### config.mk
export PLATFORM = sky130hd
export DESIGN_NAME = rf_port_sched
export DESIGN_NICKNAME = d
export VERILOG_FILES = /design/src/rtl/rf_port_sched_pkg.sv /design/src/rtl/rf_port_sched_rr_pick.sv /design/src/rtl/rf_port_sched.sv
export SDC_FILE = /design/constraint.sdc
export NUM_CORES = 1
export LEC_CHECK = 0
export CORE_ASPECT_RATIO = 0.9
export CORE_MARGIN = 10
export CORE_UTILIZATION = 35
export CTS_CLUSTER_SIZE = 16
export DETAILED_ROUTE_END_ITERATION = 8
export PLACE_DENSITY_LB_ADDON = 0.12
export SYNTH_ARGS = -nofsm -noshare
export SYNTH_HDL_FRONTEND = slang
export SYNTH_SLANG_ARGS = --single-unit
### constraint.sdc
create_clock -name clk -period 1.9 [get_ports clk]
set_clock_uncertainty 0.1 [all_clocks]
set_input_delay 0.19 -clock clk [delete_from_list [all_inputs] [get_ports clk]]
set_output_delay 0.19 -clock clk [all_outputs]
set_load 0.05 [all_outputs]
### src/rtl/rf_port_sched_pkg.sv
`default_nettype none
// ---------------------------------------------------------------------------
// rf_port_sched_pkg : shared types and defaults for the RF port scheduler
// Revision 1.0 - initial release
// ---------------------------------------------------------------------------
package rf_port_sched_pkg;

   localparam int RF_ADDR_W = 3;
   localparam int RF_DATA_W = 8;

   typedef enum logic [0:0] {
      IDLE   = 1'b0,
      LOCKED = 1'b1
   } sched_state_t;

   typedef struct packed {
      logic                 wr;
      logic [RF_ADDR_W-1:0] addr;
      logic [RF_DATA_W-1:0] data;
   } rf_op_t;

endpackage
`default_nettype wire

### src/rtl/rf_port_sched_rr_pick.sv
`default_nettype none
// ---------------------------------------------------------------------------
// rf_port_sched_rr_pick : rotate-priority picker, first valid at or above ptr
// Revision 1.0 - initial release
// ---------------------------------------------------------------------------
module rf_port_sched_rr_pick #(
   parameter int N_REQ = 2,
   parameter int PTR_W = $clog2(N_REQ)
) (
   input  logic [N_REQ-1:0] valid,
   input  logic [PTR_W-1:0] ptr,
   output logic [N_REQ-1:0] grant
);

   logic             found;
   logic [PTR_W-1:0] idx;

   always_comb begin
      grant = '0;
      found = 1'b0;
      idx   = '0;
      for (int k = 0; k < N_REQ; k++) begin
         idx = PTR_W'((int'(ptr) + k) % N_REQ);
         if (!found && valid[idx]) begin
            grant[idx] = 1'b1;
            found      = 1'b1;
         end
      end
   end

endmodule
`default_nettype wire

### src/rtl/rf_port_sched.sv
`default_nettype none
// ---------------------------------------------------------------------------
// rf_port_sched : round-robin scheduler sharing one single-port RF among
//                 N_REQ requesters, with bounded lock and read-data routing
// Revision 1.0 - initial release
// ---------------------------------------------------------------------------
module rf_port_sched
   import rf_port_sched_pkg::*;
#(
   parameter int N_REQ    = 2,
   parameter int ADDR_W   = RF_ADDR_W,
   parameter int DATA_W   = RF_DATA_W,
   parameter int LOCK_MAX = 4
) (
   input  logic                     clk,
   input  logic                     resetn,
   input  logic [N_REQ-1:0]         req_valid,
   output logic [N_REQ-1:0]         req_ready,
   input  logic [N_REQ-1:0]         req_wr,
   input  logic [N_REQ*ADDR_W-1:0]  req_addr,
   input  logic [N_REQ*DATA_W-1:0]  req_wdata,
   input  logic [N_REQ-1:0]         req_lock,
   output logic [N_REQ-1:0]         rsp_valid,
   output logic [DATA_W-1:0]        rsp_data,
   output logic                     rf_wr,
   output logic                     rf_rd,
   output logic [ADDR_W-1:0]        rf_addr,
   output logic [DATA_W-1:0]        rf_din,
   input  logic [DATA_W-1:0]        rf_dout,
   input  logic                     rf_error,
   output logic                     err
);

   localparam int               PTR_W    = $clog2(N_REQ);
   localparam int               CNT_W    = $clog2(LOCK_MAX + 1);
   localparam logic [PTR_W-1:0] LAST_IDX = PTR_W'(N_REQ - 1);
   localparam logic [CNT_W-1:0] CNT_END  = CNT_W'(LOCK_MAX - 1);

   sched_state_t      state, state_nxt;
   logic [PTR_W-1:0]  rr_ptr, rr_ptr_nxt;
   logic [PTR_W-1:0]  owner, owner_nxt;
   logic [CNT_W-1:0]  lock_cnt, lock_cnt_nxt;
   logic [N_REQ-1:0]  pick;
   logic [N_REQ-1:0]  xfer;
   logic              xfer_any;
   logic [PTR_W-1:0]  xfer_idx;
   logic              lock_expire;
   logic              sel_wr;
   logic              sel_lock;
   logic [ADDR_W-1:0] sel_addr;
   logic [DATA_W-1:0] sel_data;
   logic              p1_vld, p2_vld;
   logic [PTR_W-1:0]  p1_id, p2_id;

   function automatic logic [PTR_W-1:0] wrap_inc(input logic [PTR_W-1:0] i);
      return (i == LAST_IDX) ? '0 : i + 1'b1;
   endfunction

   rf_port_sched_rr_pick #(
      .N_REQ (N_REQ),
      .PTR_W (PTR_W)
   ) u_rr_pick (
      .valid (req_valid),
      .ptr   (rr_ptr),
      .grant (pick)
   );

   assign lock_expire = (state == LOCKED) && (lock_cnt == CNT_END);
   assign xfer        = req_valid & req_ready;
   assign xfer_any    = |xfer;

   // Ready is held low while in reset so nothing is accepted mid-reset.
   always_comb begin
      req_ready = '0;
      if (resetn) begin
         case (state)
            IDLE:    req_ready = pick;
            LOCKED:  if (!lock_expire) req_ready[owner] = req_valid[owner];
            default: req_ready = '0;
         endcase
      end
   end

   always_comb begin
      xfer_idx = '0;
      sel_wr   = 1'b0;
      sel_lock = 1'b0;
      sel_addr = '0;
      sel_data = '0;
      for (int i = 0; i < N_REQ; i++) begin
         if (xfer[i]) begin
            xfer_idx = PTR_W'(i);
            sel_wr   = req_wr[i];
            sel_lock = req_lock[i];
            sel_addr = req_addr[i*ADDR_W +: ADDR_W];
            sel_data = req_wdata[i*DATA_W +: DATA_W];
         end
      end
   end

   always_comb begin
      state_nxt    = state;
      rr_ptr_nxt   = rr_ptr;
      owner_nxt    = owner;
      lock_cnt_nxt = lock_cnt;
      case (state)
         IDLE: begin
            if (xfer_any) begin
               rr_ptr_nxt = wrap_inc(xfer_idx);
               if (sel_lock) begin
                  state_nxt    = LOCKED;
                  owner_nxt    = xfer_idx;
                  lock_cnt_nxt = '0;
               end
            end
         end
         LOCKED: begin
            lock_cnt_nxt = lock_cnt + 1'b1;
            if (lock_expire) begin
               state_nxt  = IDLE;
               rr_ptr_nxt = wrap_inc(owner);
            end else if (xfer_any && !sel_lock) begin
               state_nxt = IDLE;
            end
         end
         default: state_nxt = IDLE;
      endcase
   end

   always_ff @(posedge clk or negedge resetn) begin
      if (!resetn) begin
         state    <= IDLE;
         rr_ptr   <= '0;
         owner    <= '0;
         lock_cnt <= '0;
      end else begin
         state    <= state_nxt;
         rr_ptr   <= rr_ptr_nxt;
         owner    <= owner_nxt;
         lock_cnt <= lock_cnt_nxt;
      end
   end

   // Issue stage plus a two-deep requester-id pipe matching RF read latency.
   always_ff @(posedge clk or negedge resetn) begin
      if (!resetn) begin
         rf_wr   <= 1'b0;
         rf_rd   <= 1'b0;
         rf_addr <= '0;
         rf_din  <= '0;
         p1_vld  <= 1'b0;
         p1_id   <= '0;
         p2_vld  <= 1'b0;
         p2_id   <= '0;
         err     <= 1'b0;
      end else begin
         rf_wr  <= xfer_any & sel_wr;
         rf_rd  <= xfer_any & ~sel_wr;
         if (xfer_any) begin
            rf_addr <= sel_addr;
            rf_din  <= sel_data;
         end
         p1_vld <= xfer_any & ~sel_wr;
         p1_id  <= xfer_idx;
         p2_vld <= p1_vld;
         p2_id  <= p1_id;
         if (rf_error) err <= 1'b1;
      end
   end

   always_comb begin
      rsp_valid = '0;
      rsp_data  = '0;
      if (p2_vld) begin
         rsp_valid[p2_id] = 1'b1;
         rsp_data         = rf_dout;
      end
   end

endmodule
`default_nettype wire
Yosys cells after proc, flatten, opt, wreduce, memory -nomap -nowiden. Index checks and enable logic that the tools add are counted.

Muxes and demuxes: 44. Add/sub/neg operators: 4. Bitwise operators: 7. Magnitude comparators: 8. Eq/ne operators: 4. Reduce and logical (&&, ||, !) cells: 13.

Operators with widths (count): $mux W1 (24); $mux W8 (3); $mux W3 (4); $mux W2 (5); $lt A1 B2 Y1 const B (4); $logic_and A1 B1 Y1 (7); $pmux W3 S2 (1); $and A2 B2 Y2 (2); $demux W1 S1 (4); $ge A1 B1 Y1 const B (4); $ne A2 B2 Y1 const B (2); $pmux W1 S2 (2); $pmux W2 S2 (1); $reduce_and A2 Y1 (2); $add A1 B1 Y1 const B (3); $add A3 B1 Y3 const B (1); $eq A3 B2 Y1 const B (1); $reduce_and A3 Y1 (1); $and A1 B1 Y1 (2); $logic_not A1 Y1 (2); $ne A2 B1 Y1 const B (1); $not A1 Y1 (2); $or A2 B2 Y2 (1); $reduce_or A2 Y1 (1).

Input bits: 39. Output and inout port bits: 26. Word-level logic and storage cells: 92. Flip-flop bits (word level): 23.

Logic depth before layout (Yosys ltp). Gate-level depths: netlist of the first run.

Depth after elaboration: 17. Gate-level depth with buffers: 6. Gate-level depth less buffers: 5.

Hierarchy. From an unflattened synthesis of the first run, not the netlist that was laid out.

Cells, all modules: 133. Area, all modules: 1307.5 µm².

Modules (own cells, without submodules): rf_port_sched (seq. area each 575.6 µm², instances 1, cells each 130, area an instance 1288.7 µm²); rf_port_sched_rr_pick (seq. area each 0.0 µm², instances 1, cells each 3, area an instance 18.8 µm²).

Worst setup path before layout of the first run. Ideal clock, no wire load.

Kind: register to output. Start point: register lock_cnt[0]. End point: output port req_ready[1]. Path buffers: 0. Stages on the path, launching flop included: 5. Required time: 1.610 ns. Arrival: 2.577 ns. Path slack: -0.967 ns. Path through: dfrtp_1 > ha_1 > ha_1 > a21bo_2 > nor4_1.

Longest elaborated chain between the ends: 5.

Ends and longest elaborated chain: start: declaration (RTL line rf_port_sched.sv:42) `logic [CNT_W-1:0] lock_cnt, lock_cnt_nxt;`; start signal: assignment (RTL line rf_port_sched.sv:140) `lock_cnt <= lock_cnt_nxt;`; $eq A3 B2 Y1 (RTL line rf_port_sched.sv:68) `assign lock_expire = (state == LOCKED) && (lock_cnt == CNT_END);`; $logic_and A1 B1 Y1 (RTL line rf_port_sched.sv:68); $mux W2 (RTL line rf_port_sched.sv:78) `LOCKED: if (!lock_expire) req_ready[owner] = req_valid[owner];`; $pmux W2 S2 (RTL line rf_port_sched.sv:76) `case (state)`; $mux W2 (RTL line rf_port_sched.sv:75) `if (resetn) begin`; end: declaration (RTL line rf_port_sched.sv:18) `output logic [N_REQ-1:0] req_ready,`.

Every way passes these cells.

Worst setup path in the final report of the first run.
Start point: register lock_cnt[1]. End point: output port req_ready[1].

Same word-level chain as after synthesis.

==> run_results.csv, run 1 <==
group,metric,value,unit
status,status,"complete, but fails checks",
status,violations,"negative setup slack",
global_route,grt_use_total,0.1306,
clock_tree,worstSkewPairLatency,0.25,ns
power,p_leak,1.078,nW
detailed_routing,routedWlPerCell,16.24,um
detailed_routing,viasPerCell,4.797,
floorplan,rows,20,
synthesis,synth_edf_count,0,
setup_path,crit_type,"flip-flop to output port",
clock_tree,cts_max_level,1,
setup_path,max_stage_delay,0.39,ns
job,maxCapViolations,0,
synthesis,ys_seq_elements,23,
floorplan,die_area,0.006288,mm^2
timing,final-setup-viol-count,2,
detailed_routing,route.detailed.drc,0,
global_route,antenna_found_initial,0,
finish,syn_to_final_growth,83.32,%
floorplan,die_y,76.24,um
global_route,grt_pass1_wl,6755,um
clock_tree,cts_sinks,23,
timing,relSlewSlack,0.6465,
place,place_area,0.002118,mm^2
setup_path,required,1.61,ns
clock_tree,cts_tree,"yes",
synthesis,synth.top_cell.area_share,0.4680,
synthesis,netlist_area,0.001230,mm^2
clock_tree,cts_root_buf,"clkbuf_8",
floorplan,die_w,82.49,um
finish,nets,249,
setup_path,cp-end-kind,"output port",
timing,fin_setup_tns,-0.2239,ns
synthesis,netlist_instances,124,
timing,fin_crit,2.019,ns
synthesis,syn_nets,165,
power,p_per_area,1345,mW/mm^2
finish,layout_common_cells,"52 x clkdlybuf4s50_1, 38 x inv_1, 23 x dfrtp_1",
detailed_routing,vias,1204,
floorplan,start_util,0.3641,
finish,register_area,575.6,um^2
timing,setup_ws,-0.1191,ns
clock_tree,cts_inserted_buffers,3,
floorplan,pin_count,65,
setup_path,crit_chain,"ha_2 > ha_4 > a21bo_4 > buf_6 > nor4_4 > buf_12",
detailed_routing,top_layer,"met4",
setup_path,worst_ep_arrival_time,1.73,ns
global_route,overflow,0,
global_route,grt_pass1_vias,1345,
detailed_routing,dr_wl_met3,476,um
synthesis,synthTopCellsByArea,"dfrtp_1 47%, inv_1 12%, a222oi_1 9.0%",
clock_tree,cts_buffer_depth,2,
detailed_routing,met2WireLength,1860,um
timing,slew_viol_final,0,
synthesis,synth_cell_types,35,
timing,fin_crit_sh,1.063,
clock_tree,ctsHoldBuffers,0,
place,place.gp.congestion,0.8284,
floorplan,coreArea,0.003378,mm^2
setup_path,critPathSlowestCell,"dfrtp_1",
finish,nFillCells,297,
timing,max_slew.worst_pin.slew,0.5285,ns
synthesis,ys_seq_area_frac,0.4680,
timing,fmax,495.3,MHz
power,vdd_drop_max,0.8160,mV
hold_path,min_path_type,"input port to asynchronous set/reset pin",
finish,fin_area,0.002255,mm^2
finish,fin_util,0.6674,
detailed_routing,wl,4075,um
synthesis,async_flop_share,1.000,
setup_path,cp_max_fo,4,
synthesis,syn_area_per_cell,9.919,um^2
detailed_routing,drt-met1-wl,1699,um
finish,multi_input_area,534.3,um^2
setup_path,r2r_cells,5,
global_route,grt_start_max_net_pins,19,
timing,rsz0062_at_grt,"true",
finish,drive_gt1_frac,0.2319,
power,finalPower,3.032,mW
synthesis,synthFlopType,"dfrtp_1",
detailed_routing,drtPass1Iterations,5,
clock_tree,worst_setup_hold_path_clk_slew,0.09,ns
place,io_buffer_count,64,
setup_path,cp-start-kind,"flip-flop",
place,place_hpwl,3248,um
detailed_routing,ant_nets,0,
finish,mostFrequentLayoutCell,"clkdlybuf4s50_1",
finish,diodes,0,
detailed_routing,drt-initial-drc-count,52,
timing,hold_viol_final,0,
synthesis,synth_top_cell_by_area,"dfrtp_1",
synthesis,synth_warnings,0,
-- power by group --
| part | internal (mW) | switching, mW | total (mW) |
|---|---|---|---|
| clock network | 0.149 | 0.157 | 0.307 |
| logic | 0.836 | 1.04 | 1.87 |
| registers | 0.693 | 0.161 | 0.853 |
| total | 1.68 | 1.35 | 3.03 |
-- Yosys cell counts (2+ instances only) --
master    count
dfrtp_1      23
nor4b_1       3
a21bo_2       2
nor3_1        4
a222oi_1     11
nand2_1       3
buf_6         2
buf_2         2
ha_1          2
inv_1        38
a21oi_1       2
and2_1        9
-- metal layers --
metal	global-route usage	vias up
met5	0	-
met4	0.02381	0
met3	0.03656	4
met2	0.2045	54
met1	0.1732	558
li1	-	588
-- flip-flops by register name (all words and copies together), names as in the netlist --
| name | cells |
|---|---|
| rr_ptr | 1 |
| state | 1 |
| p1_id | 1 |
| rf_addr | 3 |
| rf_wr | 1 |
| p1_vld | 1 |
| p2_vld | 1 |
| lock_cnt | 3 |
| err | 1 |
| owner | 1 |
| p2_id | 1 |
| rf_din | 8 |
-- worst max-delay path: cells and delay by family, from the launching register on --
family	cells	cell delay [ns]
and+or+nand+nor	1	0.18
buffers and inverters	2	0.30
DFF	1	0.39
AOI/OAI and AO/OA	1	0.23
adders and majority gates	2	0.37
-- per-stage QoR --
step	hold slack (ns)	setup slack, ns	instances
after CTS	0.1854	-0.2113	250
after detailed placement	0.2381	-0.1173	241
after global placement	0.2327	-0.04121	241
final	0.1780	-0.1191	251
after global routing	0.2058	-0.1889	251
after floorplan	-0.2056	0.01086	124
-- final cells by class --
cell class | instances | area share
clock buffers | 4 | 0.01998
multi-input cells | 59 | 0.2370
inverters | 38 | 0.06326
repair buffers | 83 | 0.4001
flip-flops and latches | 23 | 0.2553
well taps | 44 | 0.02442
-- path summary, 6_finish.rpt --
path | start | endpoint | slack (ns)
setup / recovery | lock_cnt[1] | req_ready[1] | -0.12
hold reg to reg | p1_id | p2_id | 0.26
max in group asynchronous | resetn | p2_vld | 1.09
hold / removal | resetn | rf_wr | 0.18
setup reg to reg | lock_cnt[1] | rf_din[6] | 0.01
min in group clk | p1_id | p2_id | 0.26
-- cells by family (layout without fill, tap and decap cells) --
| group | after synthesis | after routing | synth area share |
|---|---|---|---|
| simple gates | 31 | 31 | 0.1770 |
| buf+inv | 42 | 125 | 0.1424 |
| flops | 23 | 23 | 0.4680 |
| compound gates | 23 | 23 | 0.1679 |
| fa+ha+maj | 2 | 2 | 0.02034 |
| xor+xnor | 1 | 1 | 0.007122 |
| mux | 2 | 2 | 0.01729 |
-- timing repair --
action	4_1_cts	5_1_grt
pin swaps	5	1
gates resized for setup	8	4
setup endpoints to repair	13	15
hold endpoints to repair	0	0
buffers inserted	4	1
gates cloned	1	0
Power figures use the tool's default switching activity.
==> run 2, diff against run 1 <==
Settings changed: SLEW_MARGIN set to 20.
==> results of run 2 <==
The final DEF is identical to that of run 1; final timing and power are the same.
==> run 3, diff against run 2 <==
Settings changed: CELL_PAD_IN_SITES_DETAIL_PLACEMENT set to 0, CELL_PAD_IN_SITES_GLOBAL_PLACEMENT set to 1, CORE_UTILIZATION 35 to 28.
Clock period 1.9 ns to 2.1 ns, I/O delays scaled along.
==> run 3 against run 2 <==
Effect of this change:
- the flow now finishes without violations
- setup slack gained 0.19 ns
- sequential share of layout area is 2.4 points higher
- critical path depth unchanged
- global-route usage fell by 3.0 points
- combinational power shrank 20%
- total power decreased by 16%
- worst hold slack better by 0.082 ns
- wire length decreased by 6.2%
- largest cell class unchanged
- largest power group unchanged
- highest routed layer unchanged
==> run_results.csv, run 3 (same netlist as run 1, synthesis figures left out) <==
group,metric,value,unit
timing,relSlewSlack,0.5295,
setup_path,cp-start-kind,"flip-flop",
clock_tree,cts_sinks,23,
power,p_per_area,1234,mW/mm^2
place,place_inst,248,
finish,syn_to_final_growth,67.55,%
global_route,overflow,0,
finish,mostFrequentLayoutCell,"clkdlybuf4s50_1",
timing,max_slew.worst_pin.slew,0.6959,ns
detailed_routing,route.detailed.drc,0,
global_route,antenna_found_initial,0,
setup_path,crit_chain,"ha_2 > ha_4 > a21bo_4 > nor3_2 > buf_4 > buf_12",
setup_path,crit_type,"flip-flop to output port",
clock_tree,cts_tree,"yes",
clock_tree,cts_inserted_buffers,3,
place,place.gp.congestion,0.8322,
global_route,grt_use_total,0.1009,
finish,regMostFlops,"rf_din",
place,io_buffer_count,64,
setup_path,required,1.79,ns
timing,fin_crit,2.028,ns
setup_path,worst_ep_arrival_time,1.72,ns
floorplan,die_w,89.86,um
power,finalPower,2.542,mW
finish,largest_register_ffs,8,
detailed_routing,vias,1174,
finish,layout_common_cells,"54 x clkdlybuf4s50_1, 38 x inv_1, 23 x dfrtp_1",
detailed_routing,top_layer,"met4",
detailed_routing,drt-met1-wl,1851,um
detailed_routing,viasPerCell,4.586,
clock_tree,cts_root_buf,"clkbuf_8",
setup_path,cp_max_fo,6,
setup_path,crit_family,"flip-flops",
clock_tree,worstSkewPairLatency,0.26,ns
timing,final-setup-viol-count,0,
timing,whs,0.2598,ns
detailed_routing,wl,3821,um
clock_tree,worst_setup_hold_path_clk_slew,0.08,ns
timing,hold_viol_final,0,
job,maxCapViolations,0,
finish,instances_no_fill,256,
floorplan,rows,22,
detailed_routing,ant_nets,0,
setup_path,cp-end-kind,"output port",
global_route,grt_start_max_net_pins,30,
floorplan,pin_count,65,
global_route,grt_pass1_wl,6299,um
floorplan,start_util,0.2959,
setup_path,max_stage_delay,0.39,ns
timing,fmax,493.1,MHz
finish,drive_gt1_frac,0.1735,
clock_tree,cts_max_level,1,
floorplan,die_y,82.88,um
setup_path,worst-path-buf-inv,2,
finish,diodes,0,
timing,fin_crit_sh,0.9657,
status,status,"finished, final reports clean",
global_route,grt_pass1_vias,1180,
clock_tree,ctsHoldBuffers,0,
setup_path,critPathSlowestCell,"dfrtp_1",
power,vdd_drop_max,0.6544,mV
hold_path,min_path_type,"flip-flop to flip-flop",
power,p_leak,0.9858,nW
finish,nets,238,
timing,slew_viol_final,0,
detailed_routing,routedWlPerCell,14.93,um
detailed_routing,dr_wl_met3,239,um
floorplan,die_area,0.007447,mm^2
finish,reg.largest.list,"rf_din x8, lock_cnt x3, rf_addr x3",
floorplan,coreArea,0.004156,mm^2
place,place_hpwl,2975,um
clock_tree,cts_buffer_depth,2,
detailed_routing,drtPass1Iterations,8,
detailed_routing,drt-initial-drc-count,66,
finish,fin_util,0.4958,
detailed_routing,met2WireLength,1714,um
[run 3: cell types whose count changed in the layout (fill, tap and decap cells not counted), sizes merged]
cell / change
clkinv: +1
buf: -13
clkbuf: -1
clkdlybuf4s50: +2
[run 3: area by class of cell]
cell class | count | area (um^2)
Inverter | 38 | 142.6
Tap cell | 60 | 75.07
Timing Repair Buffer | 72 | 700.7
Multi-Input combinational cell | 59 | 520.5
Fill cell | 384 | 2096
Clock buffer | 3 | 41.29
Sequential cell | 23 | 575.6
Clock inverter | 1 | 5.005
[run 3: worst paths after layout]
check                                  from      endpoint  slack, ns  cells after the start
worst max-delay path            lock_cnt[0]  req_ready[0]       0.07                      6
worst min-delay path                  p1_id         p2_id       0.26                      0
worst max register to register  lock_cnt[0]    rf_addr[2]       0.10                      7
worst min register to register        p1_id         p2_id       0.26                      0
max in group asynchronous            resetn     rf_din[4]       1.35                      2
min in group asynchronous            resetn         owner       0.28                      2
[run 3: through the flow]
step	TNS (ns)	instance area, um^2	setup slack (ns)
after global routing	-0.002488	2061	-0.002488
after floorplan	0	1245	0.01079
after detailed placement	-0.004513	1958	-0.004513
after global placement	-0.02777	1958	-0.02777
final	0	2061	0.07193
after CTS	0	2036	0.006273
[run 3: what timing repair did]
item | in CTS | in global routing
pin swaps | 2 | 0
setup endpoints to repair | 2 | 6
cloned | 0 | 0
resized for setup | 2 | 3
buffers inserted | 3 | 1
[run 3: power by group]
group	switching [mW]	internal, mW	leakage, nW
sequential	0.148	0.626	0.266
combinational	0.879	0.615	0.695
clock	0.141	0.132	0.0255
total	1.17	1.37	0.986
[run 3: layer usage]
layer / global-route usage / vias up
met1: 0.1376 / 558
met5: 0 / -
met4: 0.01293 / 0
met2: 0.1522 / 49
li1: - / 565
met3: 0.03597 / 2
